### src/rtl/stream_arb_mux_if.sv
// Bundle of the N:1 stream mux channel inputs, their ready returns and the registered output stream.
interface stream_arb_mux_if #(
    parameter int WIDTH  = 8,
    parameter int NUM_IN = 4
);
    localparam int SEL_W = $clog2(NUM_IN);

    logic [NUM_IN*WIDTH-1:0] in_data;
    logic [NUM_IN-1:0]       in_valid;
    logic [NUM_IN-1:0]       in_last;
    logic [NUM_IN-1:0]       in_ready;
    logic [WIDTH-1:0]        out_data;
    logic                    out_valid;
    logic                    out_last;
    logic [SEL_W-1:0]        out_sel;
    logic                    out_ready;

    // master: channel producers plus downstream consumer; slave: the mux itself
    modport master (
        output in_data, in_valid, in_last, out_ready,
        input  in_ready, out_data, out_valid, out_last, out_sel
    );
    modport slave (
        input  in_data, in_valid, in_last, out_ready,
        output in_ready, out_data, out_valid, out_last, out_sel
    );
endinterface

### src/rtl/stream_arb_mux.sv
// N:1 valid/ready stream mux with round-robin or fixed-priority arbitration,
// packet lock for multi-beat transfers and a registered single-cycle output stage.
//
//   state  | meaning
//   IDLE   | between packets; any valid channel may win arbitration
//   LOCKED | mid-packet; only lock_q may transfer until its last beat
module stream_arb_mux #(
    parameter int WIDTH  = 8,
    parameter int NUM_IN = 4,
    parameter bit RR_EN  = 1'b1
) (
    input logic             clk,
    input logic             reset,
    stream_arb_mux_if.slave bus
);
    localparam int SEL_W = $clog2(NUM_IN);
    localparam int CW    = SEL_W + 1;

    typedef enum logic {IDLE = 1'b0, LOCKED = 1'b1} state_t;

    state_t           state_q, state_d;
    logic [SEL_W-1:0] lock_q, lock_d;
    logic [SEL_W-1:0] ptr_q, ptr_d;
    logic [WIDTH-1:0] data_q, data_d;
    logic             valid_q, valid_d;
    logic             last_q, last_d;
    logic [SEL_W-1:0] sel_q, sel_d;

    logic [CW-1:0]    sum;
    logic [SEL_W-1:0] idx;
    logic [SEL_W-1:0] rr_win;
    logic             rr_found;
    logic [SEL_W-1:0] grant;
    logic             grant_vld;
    logic [WIDTH-1:0] grant_data;
    logic             grant_last;
    logic             grant_in_vld;
    logic             load_en;
    logic             xfer;

    // Search from ptr with wrap; ptr stays 0 in fixed-priority mode so index 0 leads.
    always_comb begin
        rr_found = 1'b0;
        rr_win   = '0;
        sum      = '0;
        idx      = '0;
        for (int k = 0; k < NUM_IN; k++) begin
            sum = {1'b0, ptr_q} + CW'(k);
            if (sum >= CW'(NUM_IN)) sum = sum - CW'(NUM_IN);
            idx = sum[SEL_W-1:0];
            if (!rr_found && bus.in_valid[idx]) begin
                rr_found = 1'b1;
                rr_win   = idx;
            end
        end
    end

    always_comb begin
        grant     = rr_win;
        grant_vld = rr_found;
        if (state_q == LOCKED) begin
            grant     = lock_q;
            grant_vld = 1'b1;
        end
    end

    always_comb begin
        grant_data   = '0;
        grant_last   = 1'b0;
        grant_in_vld = 1'b0;
        for (int i = 0; i < NUM_IN; i++) begin
            if (grant == SEL_W'(i)) begin
                grant_data   = bus.in_data[i*WIDTH +: WIDTH];
                grant_last   = bus.in_last[i];
                grant_in_vld = bus.in_valid[i];
            end
        end
    end

    assign load_en = !valid_q || bus.out_ready;
    assign xfer    = load_en && grant_vld && grant_in_vld;

    always_comb begin
        bus.in_ready = '0;
        for (int i = 0; i < NUM_IN; i++) begin
            bus.in_ready[i] = load_en && grant_vld && (grant == SEL_W'(i));
        end
    end

    always_comb begin
        state_d = state_q;
        lock_d  = lock_q;
        ptr_d   = ptr_q;
        data_d  = data_q;
        valid_d = valid_q;
        last_d  = last_q;
        sel_d   = sel_q;
        if (xfer) begin
            data_d  = grant_data;
            last_d  = grant_last;
            sel_d   = grant;
            valid_d = 1'b1;
            case (state_q)
                IDLE: begin
                    if (!grant_last) begin
                        state_d = LOCKED;
                        lock_d  = grant;
                    end
                end
                LOCKED: begin
                    if (grant_last) state_d = IDLE;
                end
                default: state_d = IDLE;
            endcase
            if (RR_EN && grant_last) begin
                ptr_d = (grant == SEL_W'(NUM_IN - 1)) ? '0 : grant + 1'b1;
            end
        end else if (bus.out_ready) begin
            valid_d = 1'b0;
        end
    end

    always_ff @(posedge clk or posedge reset) begin
        if (reset) begin
            state_q <= IDLE;
            lock_q  <= '0;
            ptr_q   <= '0;
            data_q  <= '0;
            valid_q <= 1'b0;
            last_q  <= 1'b0;
            sel_q   <= '0;
        end else begin
            state_q <= state_d;
            lock_q  <= lock_d;
            ptr_q   <= ptr_d;
            data_q  <= data_d;
            valid_q <= valid_d;
            last_q  <= last_d;
            sel_q   <= sel_d;
        end
    end

    assign bus.out_data  = data_q;
    assign bus.out_valid = valid_q;
    assign bus.out_last  = last_q;
    assign bus.out_sel   = sel_q;
endmodule
### src/flat_wrapper.sv
// flat-port wrapper written by rule: the top's interface ports become plain ports
module stream_arb_mux_flat 
#(
    parameter int WIDTH  = 8,
    parameter int NUM_IN = 4,
    parameter bit RR_EN  = 1'b1
)
  (clk, reset, bus_in_data, bus_in_valid, bus_in_last, bus_out_ready, bus_in_ready, bus_out_data, bus_out_valid, bus_out_last, bus_out_sel);
  stream_arb_mux_if #(.WIDTH(WIDTH), .NUM_IN(NUM_IN)) bus_i ();
  input logic clk;
  input logic reset;
  input wire logic [$bits(bus_i.in_data)-1:0] bus_in_data;
  input wire logic [$bits(bus_i.in_valid)-1:0] bus_in_valid;
  input wire logic [$bits(bus_i.in_last)-1:0] bus_in_last;
  input wire logic [$bits(bus_i.out_ready)-1:0] bus_out_ready;
  output wire logic [$bits(bus_i.in_ready)-1:0] bus_in_ready;
  output wire logic [$bits(bus_i.out_data)-1:0] bus_out_data;
  output wire logic [$bits(bus_i.out_valid)-1:0] bus_out_valid;
  output wire logic [$bits(bus_i.out_last)-1:0] bus_out_last;
  output wire logic [$bits(bus_i.out_sel)-1:0] bus_out_sel;
  assign bus_i.in_data = bus_in_data;
  assign bus_i.in_valid = bus_in_valid;
  assign bus_i.in_last = bus_in_last;
  assign bus_i.out_ready = bus_out_ready;
  assign bus_in_ready = bus_i.in_ready;
  assign bus_out_data = bus_i.out_data;
  assign bus_out_valid = bus_i.out_valid;
  assign bus_out_last = bus_i.out_last;
  assign bus_out_sel = bus_i.out_sel;
  stream_arb_mux #(.WIDTH(WIDTH), .NUM_IN(NUM_IN), .RR_EN(RR_EN)) u_core (.clk(clk), .reset(reset), .bus(bus_i));
endmodule
### config.mk
export PLATFORM = sky130hd
export DESIGN_NAME = stream_arb_mux_flat
export DESIGN_NICKNAME = d
export VERILOG_FILES = /design/src/rtl/stream_arb_mux_if.sv /design/src/rtl/stream_arb_mux.sv /design/src/flat_wrapper.sv
export SDC_FILE = /design/constraint.sdc
export NUM_CORES = 1
export LEC_CHECK = 0
export ABC_AREA = 1
export BUFFER_PORTS_ARGS = -buffer_cell sky130_fd_sc_hd__buf_2
export CORE_MARGIN = 3
export CORE_UTILIZATION = 35
export DETAILED_ROUTE_END_ITERATION = 7
export SYNTH_ARGS = -nofsm -noshare
export SYNTH_HDL_FRONTEND = slang
export SYNTH_SLANG_ARGS = --single-unit
### constraint.sdc
create_clock -name clk -period 2.92 [get_ports clk]
set_input_delay 0.73 -clock clk [delete_from_list [all_inputs] [get_ports clk]]
set_output_delay 0.73 -clock clk [all_outputs]
set_load 0.05 [all_outputs]
# Yosys cells after proc, flatten, opt, wreduce, memory -nomap -nowiden
# Cells that the tools add are included.
[word_totals]
regBits = 17
inputBits = 43
out_inout_bits = 16
[op_classes]
addsub = 8
magnitude_cmp = 8
eq_ne = 3
mux = 38
bitwise = 2
n_reduce_logical = 18
[ops]
columns = ["cell", "n"]
rows = [
  ["2-to-1 mux 8 bit", 4],
  ["2-to-1 mux 1 bit", 20],
  ["2-to-1 mux 2 bit", 10],
  ["less-than comparator 2 x 3 -> 1 bit, second input constant", 4],
  [">= comparator 3 bit, second input constant", 3],
  ["logical AND 1 bit", 9],
  ["binary-select mux 1 bit (select 2 bit)", 4],
  ["subtractor 2 x 1 -> 2 bit, second input constant", 4],
  ["adder 2 x 2 -> 3 bit, second input constant", 2],
  ["== test 2 bit, second input constant", 2],
  ["logical NOT 1 bit", 4],
  ["adder 2 x 1 -> 3 bit, second input constant", 1],
  [">= comparator 2 x 3 -> 1 bit, second input constant", 1],
  ["AND reduction 3 bit", 1],
  ["adder 2 x 1 -> 2 bit, second input constant", 1],
  ["== test 2 x 1 -> 1 bit, second input constant", 1],
  ["logical NOT 2 bit", 1],
  ["inverter 1 bit", 2],
  ["AND reduction 2 bit", 1],
  ["nonzero test 2 bit", 1],
  ["logical OR 1 bit", 1],
]

# Longest topological paths before layout
# Gate-level depths: netlist of the first run.
[depth]
word_depth = 22
mapped_depth = 25

# Worst setup path before layout of the first run
# Ideal clock, no wire load.
[synth_path]
kind = "input to output"
startpoint = "input bus_in_valid[2]"
endpoint = "output bus_in_ready[2]"
arrival_time_ns = 2.647
required_ns = 2.190
slack_ns = -0.457
stages = 13
cell_sequence = "inv_1 > nand2_1 > nand3_2 > nand2_2 > nor2_8 > nand3_4 > nor2b_1 > nand2_1 > ha_1 > buf_4 > inv_1 > buf_2 > nor2_1"
[synth_between]
elab_chain_len = 15
elab_cells_between_ends = 27
[synth_rtl]
columns = ["item", "line", "source"]
rows = [
  ["start: declaration", "flat_wrapper.sv:13", "input wire logic [$bits(bus_i.in_valid)-1:0] bus_in_valid;"],
  ["binary-select mux 1 bit (select 2 bit)", "stream_arb_mux.sv:51", "if (!rr_found && bus.in_valid[idx]) begin"],
  ["2-to-1 mux 1 bit (implied by the code)", "stream_arb_mux.sv:51", ""],
  ["2-to-1 mux 1 bit", "stream_arb_mux.sv:51", ""],
  ["logical NOT 1 bit", "stream_arb_mux.sv:51", ""],
  ["logical AND 1 bit", "stream_arb_mux.sv:51", ""],
  ["2-to-1 mux 1 bit", "stream_arb_mux.sv:51", ""],
  ["logical NOT 1 bit", "stream_arb_mux.sv:51", ""],
  ["logical AND 1 bit", "stream_arb_mux.sv:51", ""],
  ["2-to-1 mux 1 bit", "stream_arb_mux.sv:51", ""],
  ["logical NOT 1 bit", "stream_arb_mux.sv:51", ""],
  ["logical AND 1 bit", "stream_arb_mux.sv:51", ""],
  ["2-to-1 mux 2 bit or 2-to-1 mux 1 bit (tied branches)", "stream_arb_mux.sv:51", ""],
  ["2-to-1 mux 2 bit or 2-to-1 mux 1 bit (tied branches)", "stream_arb_mux.sv:61", "if (state_q == LOCKED) begin"],
  ["== test 2 bit or logical AND 1 bit (tied branches)", "stream_arb_mux.sv:86", "bus.in_ready[i] = load_en && grant_vld && (grant == SEL_W'(i));"],
  ["logical AND 1 bit (*)", "stream_arb_mux.sv:86", ""],
  ["end: declaration", "flat_wrapper.sv:16", "output wire logic [$bits(bus_i.in_ready)-1:0] bus_in_ready;"],
]
# Every way passes the cells marked *; elsewhere a longest branch is shown, timed or not. The select of a mux whose other input is x is not followed.

# Worst setup path after layout of the first run
[layout_path]
startpoint = "input bus_in_valid[1]"
endpoint = "output bus_in_ready[0]"
[layout_between]
elab_chain_len = 15
elab_cells_between_ends = 27
[layout_rtl]
columns = ["item", "line", "source"]
rows = [
  ["binary-select mux 1 bit (select 2 bit)", "stream_arb_mux.sv:51", ""],
  ["2-to-1 mux 1 bit (implied by the code)", "stream_arb_mux.sv:51", ""],
  ["2-to-1 mux 1 bit", "stream_arb_mux.sv:51", ""],
  ["logical NOT 1 bit", "stream_arb_mux.sv:51", ""],
  ["logical AND 1 bit", "stream_arb_mux.sv:51", ""],
  ["2-to-1 mux 1 bit", "stream_arb_mux.sv:51", ""],
  ["logical NOT 1 bit", "stream_arb_mux.sv:51", ""],
  ["logical AND 1 bit", "stream_arb_mux.sv:51", ""],
  ["2-to-1 mux 1 bit", "stream_arb_mux.sv:51", ""],
  ["logical NOT 1 bit", "stream_arb_mux.sv:51", ""],
  ["logical AND 1 bit", "stream_arb_mux.sv:51", ""],
  ["2-to-1 mux 2 bit (*)", "stream_arb_mux.sv:51", ""],
  ["2-to-1 mux 2 bit (*)", "stream_arb_mux.sv:61", ""],
  ["named net u_core.grant[1]", "stream_arb_mux.sv:33", "logic [SEL_W-1:0] grant;"],
  ["logical NOT 2 bit (*)", "stream_arb_mux.sv:86", ""],
  ["logical AND 1 bit (*)", "stream_arb_mux.sv:86", ""],
]
# Mark *: on every way through the listed nets, which the timed path passes. The rest lies on a longest branch. The select of a mux whose other input is x is not followed.

==> impl_metrics.csv, run 1 <==
group,metric,value,unit
setup_path,critPathMaxStageDelay,0.17,ns
global_routing,grt_use_met1,21.6,%
place,routabilityCongestion,0.768,
timing,slew_viol_final,0,
global_routing,top_usage_layer,"met2",
hold_path,min_path_type,"reg2reg",
timing,finClkSkew,0.00271,ns
clocking,clock-sinks,17,
global_routing,antenna_found_initial,0,
setup_path,crit_arrival,2.19,ns
global_routing,grt_pass1_vias,1601,
global_routing,overflow,0,
global_routing,grt_pass1_wl,6900,um
clocking,clockBufferDepth,2,
run,maxCapViolCount,0,
die,rows,22,
timing,timing.fmax,0.343,GHz
layout,synthToLayoutAreaGrowth,46.8,%
synth,ys_seq_area_share,28.9,%
route,vias,1628,
die,fp.dieArea,5010,sq um
place,hpwl,3130,um
route,vias_per_cell,4.53,
layout,drive_gt1_share,44.1,%
global_routing,use_met2,28.2,%
setup_path,critPathKind,"in2out",
synth,synth_cells,232,
route,avgRoutedWirePerCell,11.0,um
setup_path,slowest_stage,"buf_6",
timing,rsz0062_at_grt,"true",
global_routing,grt_usage,16.5,%
setup_path,worstPathMaxFanout,4,
setup_path,end_kind,"output port",
place,port_buffers,58,
timing,worst_slew_pin_slew,0.634,ns
layout,final_cell_mix,"nand2_1 (103), buf_2 (52), buf_4 (24)",
synth,synth.distinct_cells,23,
die,start_util,38.1,%
layout,final_common_cell,"nand2_1",
timing,fin_hold_ws,0.473,ns
synth,syn_avg_cell_area,6.34,sq um
setup_path,path_cells,"buf_4, inv_2, nand2_4, nand3_2, nand2_4, nor2_8, nand3_1, nand2_1, inv_1, nand2_1, nand2_2, inv_2, ha_1, inv_1, nor2_2, buf_6",
timing,setup_viol,0,
clocking,clk_latency,0.25,ns
global_routing,use_met3,4.83,%
global_routing,grt_max_degree,19,
synth,ys_seq_elements,17,
synth,synth_warnings,0,
die,boundaryPins,59,
setup_path,required,2.19,ns
clocking,htreeDepth,1,
clocking,cts_tree,"built",
setup_path,startpoint_type,"input pin",
layout,finalNetCount,359,
timing,finalHoldViolations,0,
synth,syn_nets,279,
timing,fin_crit_sh,100,%
synth,synth_area,1470,sq um
route,drtIter0Drc,66,
die,coreArea,3850,sq um
timing,slew_headroom,57.7,%
clocking,ctsRootBufferMaster,"clkbuf_8",
die,die_h,70.8,um
timing,period_needed,2.92,ns
route,postRouteAntennaNets,0,
clocking,cts.clk_slew.worst_paths,0.06,ns
route,dr.pass1.iters,4,
die,die_x,70.8,um
outcome,status,"finished, final reports clean",
layout,diodes,0,
clocking,cts_buffers,3,
route,routed_wl,3940,um
route,drcViolationCount,0,
repair_timing:
action                     4_1_cts  5_1_grt
hold buffers                     0        0
setup buffers                    5        1
setup endpoints to repair        4       21
pin swaps                        7       11
resized for setup               25       22
final cells by class:
class | count | area (sq um)
Inverter | 23 | 93.8
Clock buffer | 4 | 45.0
Fill cell | 382 | 1700
Tap cell | 48 | 60.1
Multi-Input combinational cell | 184 | 1000
Sequential cell | 17 | 428
Timing Repair Buffer | 83 | 527
per-layer routing:
metal | share of wire [%] | up-vias
li1 | - | 873
met1 | 44 | 714
met2 | 49 | 41
met3 | 6.6 | 0
met4 | 0 | 0
met5 | 0 | -
critical path, delay by kind of cell:
kind,cells,cell delay [ns]
adder cells (fa/ha/maj),1,0.14
buffers and inverters,6,0.56
AND/OR/NAND/NOR,9,0.76
state kept, by name, summed over array words and instances (netlist names):
signal,count
u_core.bus.out_data,8
u_core.bus.out_last,1
u_core.bus.out_sel,2
u_core.bus.out_valid,1
u_core.lock_q,2
u_core.ptr_q,2
u_core.state_q,1
cells in the mapped netlist:
cell type	n	area, sq um
a21oi_1	11	55.1
buf_2	3	15.0
buf_4	2	15.0
buf_6	2	22.5
clkbuf_1	1	3.75
dfrtp_1	17	425
ha_1	4	50.1
inv_1	20	75.1
inv_2	3	11.3
nand2_1	111	417
nand2_2	9	56.3
nand2_4	4	45.0
nand3_1	6	30.0
nand3_2	2	20.0
nand3_4	2	35.0
nor2_1	9	33.8
nor2_2	2	12.5
nor2_4	1	11.3
nor2_8	1	20.0
nor2b_1	1	6.26
o211ai_1	2	15.0
o21ai_0	18	90.1
o21ai_1	1	5.00
cells by family after synthesis:
kind of cell,synth area share (%)
AOI/OAI and AO/OA,11.2
buffers and inverters,9.70
and+or+nand+nor,46.7
adders and majority gates,3.40
DFF,28.9
per-stage QoR:
step           instances  setup WS [ns]  utilization, %  TNS (ns)  instance area (sq um)
2_1_floorplan        232        -0.0887               -    -0.103                   1500
3_3_place_gp         349         -0.194            50.1     -2.27                   1930
3_5_place_dp         349         -0.230            50.1     -3.07                   1930
4_1_cts              358       -0.00515            54.2  -0.00638                   2090
5_1_grt              359         -0.156            56.0    -0.585                   2160
6_report             359        0.00128            56.0         0                   2160
final timing paths:
path / slack (ns) / depth (start not counted) / start / to
hold reg to reg: 0.47 / 2 / u_core.bus.out_data[6] / u_core.bus.out_data[6]
hold / removal: 0.47 / 2 / u_core.bus.out_data[6] / u_core.bus.out_data[6]
setup / recovery: 0.001 / 16 / bus_in_valid[1] / bus_in_ready[0]
min in group asynchronous: 0.56 / 2 / reset / u_core.bus.out_last
max in group asynchronous: 1.92 / 2 / reset / u_core.ptr_q[1]
setup reg to reg: 0.28 / 24 / u_core.ptr_q[0] / u_core.lock_q[1]
Power of run 1 is left out: the tool's default activity adds up to more than one toggle a clock period on the data nets, which glitch-free logic cannot reach.
==> run 2, diff against run 1 <==
--- a/config.mk
+++ b/config.mk
@@ -5,7 +5,6 @@
 export SDC_FILE = /design/constraint.sdc
 export NUM_CORES = 1
 export LEC_CHECK = 0
-export ABC_AREA = 1
 export BUFFER_PORTS_ARGS = -buffer_cell sky130_fd_sc_hd__buf_2
 export CORE_MARGIN = 3
 export CORE_UTILIZATION = 35
==> run 2 against run 1 <==
  * Utilization rose by 3.4 points
  * Hold slack improved by 0.035 ns
  * Critical path type unchanged
  * Fmax increased by 2.2%
==> impl_metrics.csv, run 2 <==
group,metric,value,unit
power_and_ir_drop,ir_worst_vdd,0.799,mV
layout,drive_gt1_share,58.1,%
clocking,cts.clk_slew.worst_paths,0.10,ns
clocking,cts_tree,"built",
clocking,clockBufferDepth,2,
timing,finClkSkew,0.000892,ns
clocking,clk_latency,0.30,ns
route,vias,1237,
clocking,clock-sinks,17,
synth,syn_avg_cell_area,10.4,sq um
outcome,status,"finished, final reports clean",
place,port_buffers,58,
route,top_layer_used,"met4",
hold_path,min_path_type,"in2async",
route,routed_wl,3580,um
synth,synth.most_common_cell,"dfrtp_1",
route,postRouteAntennaNets,0,
timing,period_needed,2.86,ns
timing,worst_slew_pin_slew,0.665,ns
timing,rsz0062_at_grt,"true",
setup_path,critPathKind,"in2out",
global_routing,grt_pass1_wl,5550,um
place,routabilityCongestion,0.831,
synth,async_flop_share,100,%
clocking,htreeDepth,1,
layout,final_cell_mix,"buf_2 (52), buf_4 (22), dfrtp_1 (15)",
synth,synth_warnings,0,
layout,synthToLayoutAreaGrowth,53.2,%
synth,yosysTopAreaCellShare,34.3,%
setup_path,worstReg2RegEnd,"u_core.ptr_q[0]",
place,dp_slack,-0.217,ns
setup_path,worstPathMaxFanout,5,
global_routing,overflow,0,
run,maxCapViolCount,0,
die,fp.dieArea,4300,sq um
die,coreArea,3200,sq um
synth,yosys-top-cells-count,"dfrtp_1 (17), nand2_1 (12), nor2b_1 (10)",
route,dr.pass1.iters,4,
timing,setup_viol,0,
synth,synth_edf_count,0,
setup_path,worst_r2r_path_depth,11,
timing,timing.fmax,0.350,GHz
layout,largest_reg_flops,8,
clocking,ctsHoldBuffers,0,
layout,final_common_cell,"buf_2",
die,boundaryPins,59,
power_and_ir_drop,p_sw_share,47.4,%
route,met3WireLength,153,um
global_routing,grt_max_degree,18,
timing,layout_setup_ws,0.0631,ns
power_and_ir_drop,comb_power_share,78.6,%
die,die_h,65.6,um
power_and_ir_drop,p_clk_share,4.9,%
timing,finalHoldViolations,0,
timing,slew_headroom,55.6,%
global_routing,grt_pass1_vias,1240,
synth,synth.distinct_cells,37,
die,start_util,38.7,%
route,met2WireLength,1780,um
route,vias_per_cell,5.11,
power_and_ir_drop,seqPwrFrac,16.5,%
place,hpwl,2810,um
synth,synthTopCellsByArea,"dfrtp_1 (34%), mux2_4 (9.7%), a221oi_1 (5.6%)",
clocking,cts_buffers,3,
synth,syn_nets,166,
synth,synth_area,1240,sq um
setup_path,required,2.19,ns
synth,ys_seq_area_share,34.3,%
global_routing,grt_usage,16.5,%
setup_path,timing.rr.start,"u_core.ptr_q[1]",
synth,synth_top_area_cell,"dfrtp_1",
die,die_x,65.6,um
synth,ys_seq_elements,17,
route,avgRoutedWirePerCell,14.8,um
layout,diodes,0,
synth,synthFlopType,"dfrtp_1",
route,drtIter0Drc,37,
setup_path,startpoint_type,"input pin",
timing,finalSetupTns,0,ns
layout,finalNetCount,246,
synth,synth_cells,119,
power_and_ir_drop,total_power,2.72,mW
power_and_ir_drop,p_leak,0.932,nW
route,drcViolationCount,0,
timing,slew_viol_final,0,
power_and_ir_drop,p_per_area,1430,nW/um^2
power_and_ir_drop,intPower,1.43,mW
die,rows,20,
setup_path,end_kind,"output port",
setup_path,r2r_slack,0.25,ns
setup_path,crit_arrival,2.13,ns
power_and_ir_drop,p_sw,1.29,mW
clocking,ctsRootBufferMaster,"clkbuf_4",
route,wirelength_met1,1600,um
global_routing,antenna_found_initial,0,
timing,fin_crit_sh,97.8,%
==> run 2: cell count changes after synthesis, sizes merged, moves of 10 or more <==
cell	previous run	this run
nand2	124	12
o21ai	19	2
a21oi	11	1
nand3	10	0
nor2	13	0
mux2	0	13
inv	23	7
==> run 2: final cells by class <==
class | instances | area [sq um]
clock inverters | 1 | 5.00
clock buffers | 3 | 22.5
fillers | 292 | 1300
multi-input cells | 88 | 816
flip-flops and latches | 17 | 428
repair buffers | 82 | 549
well taps | 44 | 55.1
inverters | 7 | 26.3
==> run 2: how the worst max path moves through the flow <==
stage,from,to,cells past startpoint
floorplan,bus_in_valid[3],bus_in_ready[1],7
global placement,bus_in_valid[0],u_core.ptr_q[0],10
detailed placement,bus_in_valid[0],u_core.ptr_q[0],10
CTS,bus_in_valid[3],bus_in_ready[0],9
global route,u_core.ptr_q[1],bus_in_ready[0],8
finish,bus_in_valid[0],bus_in_ready[0],8
==> run 2: logic make-up (layout without fill, tap and decap cells) <==
kind of cell	Yosys count	after routing	share of synthesized area [%]
AND/OR/NAND/NOR	36	36	16.4
AO/OA/AOI/OAI	33	33	23.6
flip-flops	17	17	34.3
multiplexers	15	15	15.8
buffers and inverters	14	93	5.85
adder cells (fa/ha/maj)	4	4	4.03
==> run 2: per-stage QoR <==
stage               instances  hold slack (ns)  util (%)  area, sq um
global placement          233            0.487      53.6         1720
detailed placement        233            0.489      53.6         1720
global route              242            0.536      59.4         1900
CTS                       238            0.518      57.5         1840
floorplan                 119            0.481         -         1270
finish                    242            0.508      59.4         1900
==> run 2: repair_timing <==
action | CTS | global route
setup endpoints to repair | 4 | 4
pin swaps | 2 | 2
buffers inserted | 2 | 4
resized for setup | 18 | 6
==> run 2: critical path, stage by stage <==
cell,delay [ns]
buf_8,0.10
nor3b_4,0.14
o41ai_2,0.40
inv_1,0.16
buf_6,0.15
ha_4,0.15
and2_4,0.14
buf_8,0.14
==> run 2: metal layers <==
layer | vias to the layer above | global-route usage (%)
li1 | 603 | -
met1 | 596 | 20.0
met2 | 30 | 28.8
met3 | 8 | 4.62
met4 | 0 | 3.63
met5 | - | 0
==> run 2: power by group through the flow <==
stage | Combinational (mW) | Clock (mW) | Sequential (mW)
after floorplan | 1.20 | 0 | 0.704
after global placement | 1.89 | 0 | 0.443
after detailed placement | 1.92 | 0 | 0.447
after CTS | 2.08 | 0.141 | 0.451
after global routing | 2.27 | 0.152 | 0.467
final | 2.14 | 0.132 | 0.450
Note: power is estimated with default switching activity, not from simulation.
==> run 3, diff against run 2 <==
--- a/config.mk
+++ b/config.mk
@@ -6,9 +6,10 @@
 export NUM_CORES = 1
 export LEC_CHECK = 0
 export BUFFER_PORTS_ARGS = -buffer_cell sky130_fd_sc_hd__buf_2
-export CORE_MARGIN = 3
+export CORE_MARGIN = 2
 export CORE_UTILIZATION = 35
 export DETAILED_ROUTE_END_ITERATION = 7
+export PLACE_DENSITY = 0.73
 export SYNTH_ARGS = -nofsm -noshare
 export SYNTH_HDL_FRONTEND = slang
 export SYNTH_SLANG_ARGS = --single-unit
==> constraint.sdc (replaced) <==
create_clock -name clk -period 2.92 [get_ports clk]
set_input_delay 0.73 -clock clk [delete_from_list [all_inputs] [get_ports clk]]
set_output_delay 0.73 -clock clk [all_outputs]
set_load 0.01 [all_outputs]
==> run 3 against run 2 <==
  * Global-route usage is 0.90 points higher
  * First-iteration DRC count decreased by 38%
  * Register-to-register slack worse by 0.07 ns
  * Highest routed layer unchanged
==> impl_metrics.csv, run 3 (synthesized netlist as in run 2, its figures left out) <==
group,metric,value,unit
outcome,status,"finished, final reports clean",
timing,timing.fmax,0.351,GHz
setup_path,worst_r2r_path_depth,11,
timing,period_needed,2.85,ns
die,die_x,63.6,um
clocking,htreeDepth,1,
clocking,clock-sinks,17,
global_routing,grt_max_degree,18,
run,maxCapViolCount,0,
timing,finalSetupTns,0,ns
setup_path,required,2.19,ns
route,dr.pass1.iters,4,
die,start_util,36.9,%
setup_path,worstReg2RegEnd,"u_core.lock_q[1]",
clocking,ctsHoldBuffers,0,
setup_path,startpoint_type,"input pin",
clocking,cts_buffers,3,
route,routed_wl,3370,um
setup_path,critPathKind,"in2out",
layout,finalNetCount,245,
layout,final_cell_mix,"buf_2 (56), buf_4 (22), dfrtp_1 (15)",
place,hpwl,2690,um
clocking,ctsRootBufferMaster,"clkbuf_4",
hold_path,min_path_type,"in2async",
global_routing,grt_pass1_wl,5420,um
die,rows,21,
layout,diodes,0,
route,vias_per_cell,5.01,
timing,rsz0062_at_grt,"true",
route,drcViolationCount,0,
layout,final_common_cell,"buf_2",
timing,worst_slew_pin_slew,0.654,ns
global_routing,overflow,0,
route,postRouteAntennaNets,0,
timing,setup_viol,0,
clocking,cts_tree,"built",
route,drtIter0Drc,23,
global_routing,antenna_found_initial,0,
power_and_ir_drop,p_leak,0.905,nW
route,vias,1217,
clocking,clk_latency,0.30,ns
setup_path,worstPathMaxFanout,5,
timing,slew_headroom,56.3,%
global_routing,grt_pass1_vias,1165,
die,fp.dieArea,4040,sq um
place,routabilityCongestion,0.860,
die,die_h,63.6,um
timing,finalHoldViolations,0,
setup_path,r2r_slack,0.18,ns
die,boundaryPins,59,
die,coreArea,3360,sq um
power_and_ir_drop,ir_worst_vdd,0.462,mV
layout,largest_reg_flops,8,
clocking,cts.clk_slew.worst_paths,0.10,ns
place,port_buffers,58,
timing,fin_crit_sh,97.5,%
clocking,clockBufferDepth,2,
timing,finClkSkew,0.00653,ns
timing,slew_viol_final,0,
global_routing,grt_usage,17.4,%
layout,synthToLayoutAreaGrowth,46.6,%
setup_path,timing.rr.start,"u_core.ptr_q[0]",
power_and_ir_drop,total_power,2.24,mW
route,avgRoutedWirePerCell,13.9,um
setup_path,end_kind,"output port",
setup_path,crit_arrival,2.12,ns
power_and_ir_drop,p_per_area,1230,nW/um^2
layout,drive_gt1_share,57.4,%
==> run 3: cell types whose count changed in the layout (fill, tap and decap cells not counted) <==
| cell | previous run | this run |
|---|---|---|
| buf_6 | 3 | 2 |
| and2_1 | 2 | 4 |
| a21boi_1 | 0 | 1 |
| buf_2 | 52 | 56 |
| o221ai_1 | 1 | 0 |
| buf_12 | 3 | 0 |
| ha_2 | 0 | 2 |
| and2_4 | 3 | 1 |
| o221ai_2 | 0 | 1 |
| buf_8 | 2 | 1 |
| ha_4 | 4 | 2 |
| a21boi_0 | 3 | 2 |
==> run 3: final cells by class <==
type / count / area [sq um]
repair buffers: 81 / 483
flip-flops and latches: 17 / 428
well taps: 46 / 57.6
clock inverters: 1 / 5.00
fillers: 339 / 1540
multi-input cells: 88 / 797
clock buffers: 3 / 22.5
inverters: 7 / 26.3
==> run 3: worst max-delay path, stage by stage <==
cell and delay, ns:
buf_2 0.12, or3b_1 0.36, o221ai_2 0.09, o21a_1 0.17
inv_2 0.07, ha_2 0.19, buf_6 0.12, and2_4 0.12
buf_2 0.13
==> run 3: worst max path at each step <==
stage | endpoint | startpoint | slack, ns | cells after the start
floorplan | bus_in_ready[3] | bus_in_valid[3] | -0.04 | 7
global placement | u_core.bus.out_data[5] | bus_in_valid[3] | -0.16 | 11
detailed placement | u_core.bus.out_data[1] | bus_in_valid[3] | -0.23 | 11
CTS | bus_in_ready[1] | bus_in_valid[1] | 0.008 | 9
global route | bus_in_ready[0] | bus_in_valid[3] | -0.03 | 9
finish | bus_in_ready[1] | bus_in_valid[1] | 0.07 | 9
==> run 3: routing by layer <==
layer	GRT usage (%)	up-vias	part of all wire, %
met5	0	-	0
met2	30.3	23	54
met1	20.6	593	41
li1	-	599	-
met4	6.79	0	1.2
met3	3.93	2	3.5
==> run 3: stage by stage <==
| stage | instances | area, sq um | utilization [%] | setup WS [ns] | hold slack, ns |
|---|---|---|---|---|---|
| floorplan | 119 | 1250 | - | -0.0433 | 0.481 |
| detailed placement | 236 | 1700 | 50.5 | -0.229 | 0.486 |
| finish | 243 | 1820 | 54.1 | 0.0741 | 0.501 |
| global route | 243 | 1820 | 54.1 | -0.0283 | 0.534 |
| global placement | 236 | 1700 | 50.5 | -0.158 | 0.483 |
| CTS | 240 | 1760 | 52.3 | 0.00758 | 0.511 |
==> run 3: report_power, final <==
group / internal [mW] / leakage (nW) / total, mW / switching (mW)
Clock: 0.0511 / 0.0177 / 0.129 / 0.0780
Sequential: 0.362 / 0.204 / 0.446 / 0.0842
Combinational: 0.927 / 0.682 / 1.66 / 0.738
==> run 3: timing repair <==
item                                    in CTS  in global routing
pin swaps                                    2                  4
endpoints found under the setup margin       4                 14
setup buffers                                1                  3
resized for setup                            7                 14
cloned                                       0                  0
